[config.mk]
export PLATFORM = sky130hd
export DESIGN_NAME = btn_debounce_multi_flat
export DESIGN_NICKNAME = d
export VERILOG_FILES = /design/src/rtl/btn_debounce_if.sv /design/src/rtl/btn_debounce_multi.sv /design/src/flat_wrapper.sv
export SDC_FILE = /design/constraint.sdc
export NUM_CORES = 1
export LEC_CHECK = 0
export CAP_MARGIN = 10
export CORE_UTILIZATION = 59
export DETAILED_ROUTE_END_ITERATION = 12
export GPL_TIMING_DRIVEN = 0
export MAX_ROUTING_LAYER = met4
export PLACE_DENSITY_LB_ADDON = 0.15
export SYNTH_ARGS = -nofsm -noshare
export SYNTH_HDL_FRONTEND = slang
export SYNTH_SLANG_ARGS = --single-unit
[constraint.sdc]
create_clock -name clk -period 3 [get_ports clk]
set_input_delay 0.3 -clock clk [delete_from_list [all_inputs] [get_ports clk]]
set_output_delay 0.3 -clock clk [all_outputs]
set_load 0.01 [all_outputs]
[src/rtl/btn_debounce_if.sv]
// btn_debounce_if: tick/raw-button inputs and conditioned outputs of btn_debounce_multi.
// The slave modport is the debouncer; the master modport is whoever drives the buttons.
interface btn_debounce_if #(
   parameter int N_CH = 4
);
   logic            tick;
   logic [N_CH-1:0] btn;
   logic [N_CH-1:0] level;
   logic [N_CH-1:0] press;
   logic [N_CH-1:0] release_pulse;
   logic [N_CH-1:0] long_press;
   logic [N_CH-1:0] repeat_pulse;
   logic            press_any;

   modport master (
      output tick, btn,
      input  level, press, release_pulse, long_press, repeat_pulse, press_any
   );

   modport slave (
      input  tick, btn,
      output level, press, release_pulse, long_press, repeat_pulse, press_any
   );
endinterface

[src/rtl/btn_debounce_multi.sv]
// btn_debounce_multi: per-channel 2-FF synchroniser, tick-sampled debounce history and a
// hold FSM. release/repeat are SV keywords, so those outputs are release_pulse/repeat_pulse.
module btn_debounce_multi #(
   parameter int N_CH         = 4,
   parameter int DEPTH        = 8,
   parameter int LONG_TICKS   = 500,
   parameter int REPEAT_TICKS = 100
) (
   input  logic          clk,
   input  logic          rst,
   btn_debounce_if.slave bus
);
   localparam int MAX_T = (LONG_TICKS > REPEAT_TICKS) ? LONG_TICKS : REPEAT_TICKS;
   localparam int CW    = $clog2(MAX_T + 1);

   localparam logic [DEPTH-1:0] ONES    = {DEPTH{1'b1}};
   localparam logic [DEPTH-1:0] ZEROS   = {DEPTH{1'b0}};
   localparam logic [CW-1:0]    LONG_C  = CW'(LONG_TICKS);
   localparam logic [CW-1:0]    REP_C   = CW'(REPEAT_TICKS);
   localparam logic [CW-1:0]    HC_ZERO = {CW{1'b0}};
   localparam logic [CW-1:0]    HC_ONE  = {{(CW-1){1'b0}}, 1'b1};
   localparam logic [CW-1:0]    HC_MAX  = {CW{1'b1}};

   typedef enum logic [1:0] {
      RELEASED = 2'd0,
      PRESSED  = 2'd1,
      HELD     = 2'd2
   } state_t;

   logic [N_CH-1:0]  sync1_r;
   logic [N_CH-1:0]  sync2_r;
   logic [DEPTH-1:0] hist_r       [N_CH];
   logic [DEPTH-1:0] hist_next_s  [N_CH];
   state_t           state_r      [N_CH];
   state_t           state_next_s [N_CH];
   logic [CW-1:0]    hc_r         [N_CH];
   logic [CW-1:0]    hc_next_s    [N_CH];
   logic [CW-1:0]    hc_inc_s     [N_CH];
   logic [N_CH-1:0]  level_r;
   logic [N_CH-1:0]  level_next_s;
   logic [N_CH-1:0]  press_r;
   logic [N_CH-1:0]  press_next_s;
   logic [N_CH-1:0]  rel_r;
   logic [N_CH-1:0]  rel_next_s;
   logic [N_CH-1:0]  long_r;
   logic [N_CH-1:0]  long_next_s;
   logic [N_CH-1:0]  rep_r;
   logic [N_CH-1:0]  rep_next_s;
   logic             press_any_r;

   // Debounce decision and hold-FSM next state for every channel
   always_comb begin
      for (int i = 0; i < N_CH; i++) begin
         hist_next_s[i]  = hist_r[i];
         level_next_s[i] = level_r[i];
         press_next_s[i] = 1'b0;
         rel_next_s[i]   = 1'b0;
         long_next_s[i]  = 1'b0;
         rep_next_s[i]   = 1'b0;
         state_next_s[i] = state_r[i];
         hc_next_s[i]    = hc_r[i];
         hc_inc_s[i]     = hc_r[i] + HC_ONE;
         if (bus.tick) begin
            hist_next_s[i] = {hist_r[i][DEPTH-2:0], sync2_r[i]};
            if ((hist_next_s[i] == ONES) && !level_r[i]) begin
               level_next_s[i] = 1'b1;
               press_next_s[i] = 1'b1;
            end else if ((hist_next_s[i] == ZEROS) && level_r[i]) begin
               level_next_s[i] = 1'b0;
               rel_next_s[i]   = 1'b1;
            end else begin
               level_next_s[i] = level_r[i];
            end
            // A release always takes priority over a completing hold count
            case (state_r[i])
               RELEASED: begin
                  if (press_next_s[i]) begin
                     state_next_s[i] = PRESSED;
                     hc_next_s[i]    = HC_ZERO;
                  end else begin
                     hc_next_s[i]    = HC_ZERO;
                  end
               end
               PRESSED: begin
                  if (rel_next_s[i]) begin
                     state_next_s[i] = RELEASED;
                     hc_next_s[i]    = HC_ZERO;
                  end else if (hc_inc_s[i] == LONG_C) begin
                     long_next_s[i]  = 1'b1;
                     state_next_s[i] = HELD;
                     hc_next_s[i]    = HC_ZERO;
                  end else begin
                     hc_next_s[i]    = hc_inc_s[i];
                  end
               end
               HELD: begin
                  if (rel_next_s[i]) begin
                     state_next_s[i] = RELEASED;
                     hc_next_s[i]    = HC_ZERO;
                  end else if (REPEAT_TICKS == 0) begin
                     if (hc_r[i] != HC_MAX) begin
                        hc_next_s[i] = hc_inc_s[i];
                     end else begin
                        hc_next_s[i] = hc_r[i];
                     end
                  end else if (hc_inc_s[i] == REP_C) begin
                     rep_next_s[i]   = 1'b1;
                     hc_next_s[i]    = HC_ZERO;
                  end else begin
                     hc_next_s[i]    = hc_inc_s[i];
                  end
               end
               default: begin
                  state_next_s[i] = RELEASED;
                  hc_next_s[i]    = HC_ZERO;
               end
            endcase
         end else begin
            hist_next_s[i] = hist_r[i];
         end
      end
   end

   // Synchroniser, history, level, FSM state and registered pulse outputs
   always_ff @(posedge clk) begin
      if (rst) begin
         sync1_r     <= {N_CH{1'b0}};
         sync2_r     <= {N_CH{1'b0}};
         level_r     <= {N_CH{1'b0}};
         press_r     <= {N_CH{1'b0}};
         rel_r       <= {N_CH{1'b0}};
         long_r      <= {N_CH{1'b0}};
         rep_r       <= {N_CH{1'b0}};
         press_any_r <= 1'b0;
         for (int i = 0; i < N_CH; i++) begin
            hist_r[i]  <= ZEROS;
            state_r[i] <= RELEASED;
            hc_r[i]    <= HC_ZERO;
         end
      end else begin
         sync1_r     <= bus.btn;
         sync2_r     <= sync1_r;
         level_r     <= level_next_s;
         press_r     <= press_next_s;
         rel_r       <= rel_next_s;
         long_r      <= long_next_s;
         rep_r       <= rep_next_s;
         press_any_r <= |press_next_s;
         for (int i = 0; i < N_CH; i++) begin
            hist_r[i]  <= hist_next_s[i];
            state_r[i] <= state_next_s[i];
            hc_r[i]    <= hc_next_s[i];
         end
      end
   end

   assign bus.level         = level_r;
   assign bus.press         = press_r;
   assign bus.release_pulse = rel_r;
   assign bus.long_press    = long_r;
   assign bus.repeat_pulse  = rep_r;
   assign bus.press_any     = press_any_r;
endmodule

[src/flat_wrapper.sv]
// flat-port wrapper written by rule: the top's interface ports become plain ports
module btn_debounce_multi_flat 
#(
   parameter int N_CH         = 4,
   parameter int DEPTH        = 8,
   parameter int LONG_TICKS   = 500,
   parameter int REPEAT_TICKS = 100
)
  (clk, rst, bus_tick, bus_btn, bus_level, bus_press, bus_release_pulse, bus_long_press, bus_repeat_pulse, bus_press_any);
  btn_debounce_if #(.N_CH(N_CH)) bus_i ();
  input  logic clk;
  input  logic rst;
  input wire logic [$bits(bus_i.tick)-1:0] bus_tick;
  input wire logic [$bits(bus_i.btn)-1:0] bus_btn;
  output wire logic [$bits(bus_i.level)-1:0] bus_level;
  output wire logic [$bits(bus_i.press)-1:0] bus_press;
  output wire logic [$bits(bus_i.release_pulse)-1:0] bus_release_pulse;
  output wire logic [$bits(bus_i.long_press)-1:0] bus_long_press;
  output wire logic [$bits(bus_i.repeat_pulse)-1:0] bus_repeat_pulse;
  output wire logic [$bits(bus_i.press_any)-1:0] bus_press_any;
  assign bus_i.tick = bus_tick;
  assign bus_i.btn = bus_btn;
  assign bus_level = bus_i.level;
  assign bus_press = bus_i.press;
  assign bus_release_pulse = bus_i.release_pulse;
  assign bus_long_press = bus_i.long_press;
  assign bus_repeat_pulse = bus_i.repeat_pulse;
  assign bus_press_any = bus_i.press_any;
  btn_debounce_multi #(.N_CH(N_CH), .DEPTH(DEPTH), .LONG_TICKS(LONG_TICKS), .REPEAT_TICKS(REPEAT_TICKS)) u_core (.clk(clk), .rst(rst), .bus(bus_i));
endmodule
; ---- Yosys cells after proc, flatten, opt, wreduce, memory -nomap -nowiden
; Memory sizes are Yosys's and may differ from the RTL's.
; Cells that the tools add are included.
[classes]
add_sub_neg = 4
n_eq_ne = 20
muxes = 107
bitwise = 21
n_reduce_logical = 38
[op_table]
columns = op, count
row1 = $mux 9, 24
row2 = $pmux 9 s2, 4
row3 = $mux 8, 8
row4 = $mux 2, 24
row5 = $mux 1, 43
row6 = $add 9x1->9 const B, 4
row7 = $eq 9x7->1 const B, 4
row8 = $eq 9x9->1 const B, 4
row9 = $reduce_or 4->1, 9
row10 = $eq 8x8->1 const B, 4
row11 = $logic_not 8->1, 4
row12 = $pmux 2 s3, 4
row13 = $or 1x1->1, 12
row14 = $not 1->1, 9
row15 = $eq 2x1->1 const B, 4
row16 = $eq 2x2->1 const B, 4
row17 = $logic_and 1x1->1, 8
row18 = $logic_not 2->1, 4
row19 = $reduce_and 2->1, 4
row20 = $reduce_bool 2->1, 4
row21 = $logic_not 1->1, 4
row22 = $reduce_or 2->1, 1
[word_totals]
register_bits = 29
ram_bits = 76
elab_cells = 210
mem_count = 3
[mem_list]
columns = name, depth, word_bits, read_ports, rd_clocked_by_memory_dff, write_ports, line
row1 = u_core.hc_r, 4, 9, 4, 0, 4, btn_debounce_multi.sv:36  ; logic [CW-1:0] hc_r [N_CH];
row2 = u_core.hist_r, 4, 8, 4, 0, 4, btn_debounce_multi.sv:32  ; logic [DEPTH-1:0] hist_r [N_CH];
row3 = u_core.state_r, 4, 2, 4, 0, 4, btn_debounce_multi.sv:34  ; state_t state_r [N_CH];

; ---- Longest topological paths before layout
; Gate-level depths: netlist (run 1).
[depth]
ltp_word = 9
ltp_mapped = 7

; ---- Least setup slack after synthesis (run 1)
; Ideal clock, no wire load.
[synth_path]
path_kind = reg-to-reg
from = memory u_core.hc_r[0][0] (netlist name)
to = memory u_core.hc_r[0][6] (netlist name)
t_arrival_ns = 2.032
t_required_ns = 2.868
setup_slack_ns = 0.836
path_stages_with_launch = 7
cell_sequence = dfxtp_1 > ha_1 > or3b_2 > o41ai_1 > a21oi_1 > a31oi_1 > a21oi_1
[synth_lines]
columns = element, line
row1 = start: declaration, btn_debounce_multi.sv:36

==> run metrics, run 1 <==
status=complete, no violations; placer congestion estimate=approximately 0.91; Endpoint, Worst Hold=u_core.sync2_r[3]; R2R Path End=u_core.hc_r[0][6]; largest net degree at the start of global routing=20; layout cells sized above 1=6.54%; Sink Count=about 100; cells after synthesis=roughly 550; area leader, netlist=dfxtp_1; number of I/O port buffers=27; Critical Path Source=u_core.hc_r[0][0]; clock latency on the worst-skew pair=~370 ps; largest family of logic cells by synthesized area=simple AND/OR/NAND/NOR gates; num ports=28; Post-synth EDFFs=0; Critical Path Fanout Max=10; Slew headroom=42.3%; Hold-fix buffers, CTS=0; Worst Skew=between 10 and 15 ps; vias in the first global route=3905; hpwl dp=7820 microns; Worst Hold Depth=1; die span in x=slightly above 90 microns; total negative slack=0 ps; DR DRC count=0; synth-to-layout area growth=12.4%; post-DR wirelength/cell=between 15 and 20 microns; Worst-Margin Slew=between 800 and 900 ps; Max VDD drop=between 0.3 and 0.4 mV; die height=91.9 microns; pre-CTS setup slack=~540 ps; CP arrival=about 2800 ps; r2r startpoint=u_core.hc_r[0][0]; # fillers=approximately 650; simple-gate portion of the synthesized area=between 20% and 30%; initial core utilization=61.4%; Top FF cell, synth=dfxtp_1; Synth cell types=47; CP Capture Type=flop; Hold Path Origin=u_core.sync1_r[3]; Root Driver=clkbuf_8; syn_nets=around 580; Synth top cells by count=101 x dfxtp_1, 55 x nor2_1, 53 x nand2_1; post-DR vias/cell=6.18; Post-synth ARST share=0%; mux contribution to synthesized area=between 6 and 7%; number of CTS-inserted buffers=9; FF/Latch Area=about 2000 sq um; core area=about 8000 sq um; Period minus WS final=2510 ps; ant diodes=0; Via Count=between 4000 and 5000; RSZ-0062 raised after global routing=no; DRT iter0 DRCs=290; f_max=between 300 and 400 MHz; HP Class=reg -> reg; # rows=32; Finished Core Util=about 69%; Seq/Total Area, Yosys=about 42%; Slew Limit Fails=0; R2R setup slack=around 490 ps; first-pass GRT wire length=18200 microns; Final setup violation count=0; most common cell in the netlist=dfxtp_1; Worst setup SP type=flop; clock slew at reported path FFs=approximately 110 ps; final net count=about 610; antenna viol nets, final=0; Multi-input gate area=about 2600 sq um; Max H-tree Level=3; Post-Synth XOR/XNOR Area=less than 1%; top cells by area, synth=dfxtp_1 42%, mux2i_1 6.7%, nor2_1 4.3%; CP Class=reg -> reg; die footprint=about 8400 sq um; Pre-Repair DR Iteration Count=5; initial antenna violation count=0; number of max-cap violations=0; final period utilization=roughly 84%; gr ovfl total=0; YS warnings=0; Routed Wire Length=between 10000 and 15000 microns; GRT Total Usage=between 20% and 30%; Power Dens Cells=~430 nW/um^2; syn avg cell area=about 8.6 sq um; Adder-Cell Fraction of Synth Area=about 4.2%; CTS Buffer Depth=2; cts repair resizes=0; TritonCTS clock tree=yes; hold_ws=between 400 and 500 ps; Hold Vio Cnt, Final=0; required time worst endpoint=~3200 ps; synthesized area=between 4000 and 5000 sq um; Reg2Reg Depth=6; post-synthesis compound-gate area fraction=15.8%; postcts setup bufs=0; Lkg Pwr=~0.0018 uW; #FFs+latches synth=a little over 100; Setup WS post-layout=between 400 and 500 ps; Yosys top cell area share=42.4%
==> power by group <==
group	switching [uW]	internal, uW	total (uW)
clock	524	324	848
combinational	69.6	28.0	97.6
sequential	4.47	1350	1350
==> layer usage <==
metal  up-vias  part of all wire, %  global-route usage [%]
li1       2086                    -                       -
met3        16                  5.7                    4.48
met2       154                   49                    47.2
met4         0                  1.6                    9.64
met1      2055                   44                    33.7
met5         -                    0                       -
==> cells in the final DEF (no fill, tap or decap), types with 3 or more instances in the layout <==
cell type,instances
o21ai_0,20
inv_6,3
o21ai_1,4
nand3_1,35
mux2i_1,32
o31ai_1,7
nor2b_1,13
or4_4,4
nand4_1,11
nor3b_1,4
a211oi_1,12
nor3_1,12
ha_1,16
nand4b_1,6
or4_1,8
nor2_1,55
clkbuf_1,22
nand2_1,53
o211ai_1,3
or3b_2,6
nor4_1,5
clkdlybuf4s50_1,27
nand3b_1,3
or3_1,8
inv_1,18
a21oi_1,36
clkbuf_8,9
o41ai_1,7
or2_2,5
a31oi_1,11
dfxtp_1,101
and3_1,10
==> worst max-delay path by stage <==
stage,to,slack (ps),cells after the start
detailed placement,u_core.hc_r[0][6],540,6
global route,u_core.hc_r[0][6],310,6
finish,u_core.hc_r[0][6],490,6
global placement,u_core.hc_r[0][6],560,6
floorplan,u_core.hc_r[0][6],840,6
CTS,u_core.hc_r[0][6],510,6
==> stage by stage <==
step / cells / area (sq um) / total power, uW
3_5_place_dp: 682 / 5170 / 1480
2_1_floorplan: 553 / 4770 / 1440
4_1_cts: 698 / 5360 / 2310
5_1_grt: 698 / 5360 / 2370
6_report: 698 / 5360 / 2300
3_3_place_gp: 682 / 5170 / 1480
==> critical path, cell delays in order (launching register included) <==
cell and delay, ps:
dfxtp_1 370, ha_1 240, or3b_2 520, o41ai_1 520
a21oi_1 380, a31oi_1 260, a21oi_1 80
==> state kept, by name (all words and copies together) (netlist names) <==
name	count
u_core.sync2_r	4
u_core.bus.release_pulse	4
u_core.hist_r	28
u_core.bus.level	4
u_core.hc_r	36
u_core.bus.long_press	4
u_core.sync1_r	4
u_core.bus.press_any	1
u_core.bus.press	4
u_core.state_r	8
u_core.bus.repeat_pulse	4
==> final cells by class <==
cell class              count  area share [%]
clock buffers               9            2.31
inverters                  19            1.33
multi-input cells         407            48.1
clock inverters             7            1.26
plain buffers              26            1.87
well taps                 102            2.38
repair buffers             27            5.04
flip-flops and latches    101            37.7
==> logic make-up after synthesis <==
logic type / after synthesis
AND/OR/NAND/NOR: 245
AO/OA/AOI/OAI: 112
flip-flops: 101
buffers and inverters: 45
multiplexers: 32
adder cells (fa/ha/maj): 16
XOR/XNOR: 2
(Power assumes the default switching activity.)
==> run 2: changes to the inputs <==
- CORE_UTILIZATION: 59 -> 54
- clock period: 3 -> 2.12 ns (I/O delays scaled with it)
==> run 2 against run 1 <==
Effect of this change:
- critical path depth down 1
- worst setup slack worse by 480 ps
- via count down 0.77%
- cell count up 1.6%
- critical path type unchanged
- critical endpoint is now u_core.state_r[0][1]
- largest cell class unchanged
- largest power group unchanged
==> run metrics, run 2 (synthesis gave the netlist of run 1 again) <==
Slew headroom=around 43%; Multi-input gate area=roughly 2800 sq um; DR DRC count=0; DRT iter0 DRCs=181; most common cell after layout, fill and taps aside=dfxtp_1; CP arrival=approximately 2400 ps; first-pass GRT wire length=around 18000 microns; Max H-tree Level=3; clock slew at reported path FFs=100 ps; gr ovfl total=0; vias in the first global route=roughly 4000; antenna viol nets, final=0; Routed Wire Length=11600 microns; CTS Buffer Depth=2; Lkg Pwr=around 0.0019 uW; Worst setup SP type=flop; CP endpoint=u_core.state_r[0][1]; r2r startpoint=u_core.hist_r[0][6]; Clock Power Share=approximately 36%; # fillers=just under 700; die span in x=96.0 microns; RSZ-0062 raised after global routing=yes; R2R setup slack=between 3 and 4 ps; Max VDD drop=about 0.33 mV; critical path cell sequence=or4_4, or4_4, a221oi_4, buf_4, a211oi_2; Hold Vio Cnt, Final=0; Slew Limit Fails=0; hold_ws=between 300 and 400 ps; post-DR vias/cell=approximately 6; CP Capture Type=flop; ant diodes=0; Slowest-stage cell, CP=or4_4; synth-to-layout area growth=19.3%; initial antenna violation count=0; total negative slack=0 ps; fin area=about 5700 sq um; # rows=33; top flop regs=u_core.hc_r (36), u_core.hist_r (28), u_core.state_r (8); DP Area=between 5000 and 6000 sq um; Top reg by flops=u_core.hc_r; part of the power in combinational logic=roughly 4.4%; post-DR wirelength/cell=between 15 and 20 microns; FF/Latch Area=2040 sq um; num ports=28; Hold-fix buffers, CTS=0; Root Driver=clkbuf_8; Critical Path Source=u_core.hist_r[0][6]; final net count=around 620; Worst Skew=13.1 ps; TritonCTS clock tree=yes; Seq pwr share=around 60%; R2R Path End=u_core.state_r[0][1]; Net Sw Frac=between 20 and 30%; status=complete, no violations; clock latency on the worst-skew pair=380 ps; Internal=approximately 2400 uW; GRT Total Usage=26.8%; number of CTS-inserted buffers=9; final period utilization=99.8%; Power Dens Cells=565 nW/um^2; critical path's most frequent cell=or4_4; core area=around 8400 sq um; die height=96.0 microns; commonest cells after routing, fill and taps aside=89 x dfxtp_1, 55 x nor2_1, 53 x nand2_1; CP Class=reg -> reg; required time worst endpoint=around 2400 ps; f_max=473 MHz; hpwl dp=7810 microns; Period minus WS final=2120 ps; CP peak stage delay=approximately 540 ps; largest net degree at the start of global routing=19; layout cells sized above 1=between 10% and 20%; number of max-cap violations=0; Sink Count=slightly above 100; Final setup violation count=0; die footprint=between 9000 and 10000 sq um; sw power=approximately 820 uW; number of I/O port buffers=27; Reg2Reg Depth=5; Via Count=about 4300; HP Class=in -> reg; Worst-Margin Slew=~860 ps; initial core utilization=56.9%; Pre-Repair DR Iteration Count=5; Critical Path Fanout Max=5; max reg flops=36; placer congestion estimate=0.892
==> run 2: worst max-delay path: cells and delay by family (launching register included) <==
family | cells | cell delay [ps]
DFF | 1 | 340
AOI/OAI and AO/OA | 2 | 390
buffers and inverters | 1 | 180
and+or+nand+nor | 2 | 1070
==> run 2: area by class of cell <==
cell class,count,share of cell area [%]
clock buffer,9,2.18
tap,105,2.31
buffer,26,1.80
sequential,101,35.8
inverter,19,1.25
clock inverter,6,0.989
timing repair buffer,36,5.89
multi-input combinational,407,49.8
==> run 2: what timing repair did <==
item	4_1_cts	5_1_grt
cloned	0	0
buffers inserted	1	8
setup endpoints to repair	33	29
resized for setup	26	27
pin swaps	4	18
==> run 2: worst min path at each step <==
stage                                 start                 to  slack (ps)  cells past startpoint
after floorplan                  bus_btn[0]  u_core.sync1_r[0]         340                      1
after global placement    u_core.sync1_r[3]  u_core.sync2_r[3]         420                      1
after detailed placement  u_core.sync1_r[0]  u_core.sync2_r[0]         430                      1
after CTS                        bus_btn[2]  u_core.sync1_r[2]         380                      2
after global routing             bus_btn[2]  u_core.sync1_r[2]         380                      2
final                            bus_btn[2]  u_core.sync1_r[2]         380                      2
==> run 2: routing by layer <==
metal  share of wire (%)  GRT usage (%)
met1                  45           31.7
met2                  49           45.6
met3                 4.3           5.45
met4                 1.4           8.33
met5                   0              -
==> run 2: metrics by stage <==
step	power, uW	setup WS, ps	utilization [%]	instances
2_1_floorplan	2040	16.9	-	553
3_3_place_gp	2090	-250	61.9	685
3_5_place_dp	2100	-300	61.9	685
4_1_cts	3240	5.87	66.1	701
5_1_grt	3330	-54.8	67.9	709
6_report	3220	3.90	67.9	709
==> run 2: power groups by stage <==
stage	Clock (uW)	Sequential [uW]	Combinational, uW
after floorplan	0	1950	84.1
after global placement	0	1960	137
after detailed placement	0	1960	139
after CTS	1180	1910	140
after global routing	1260	1920	153
final	1160	1910	142
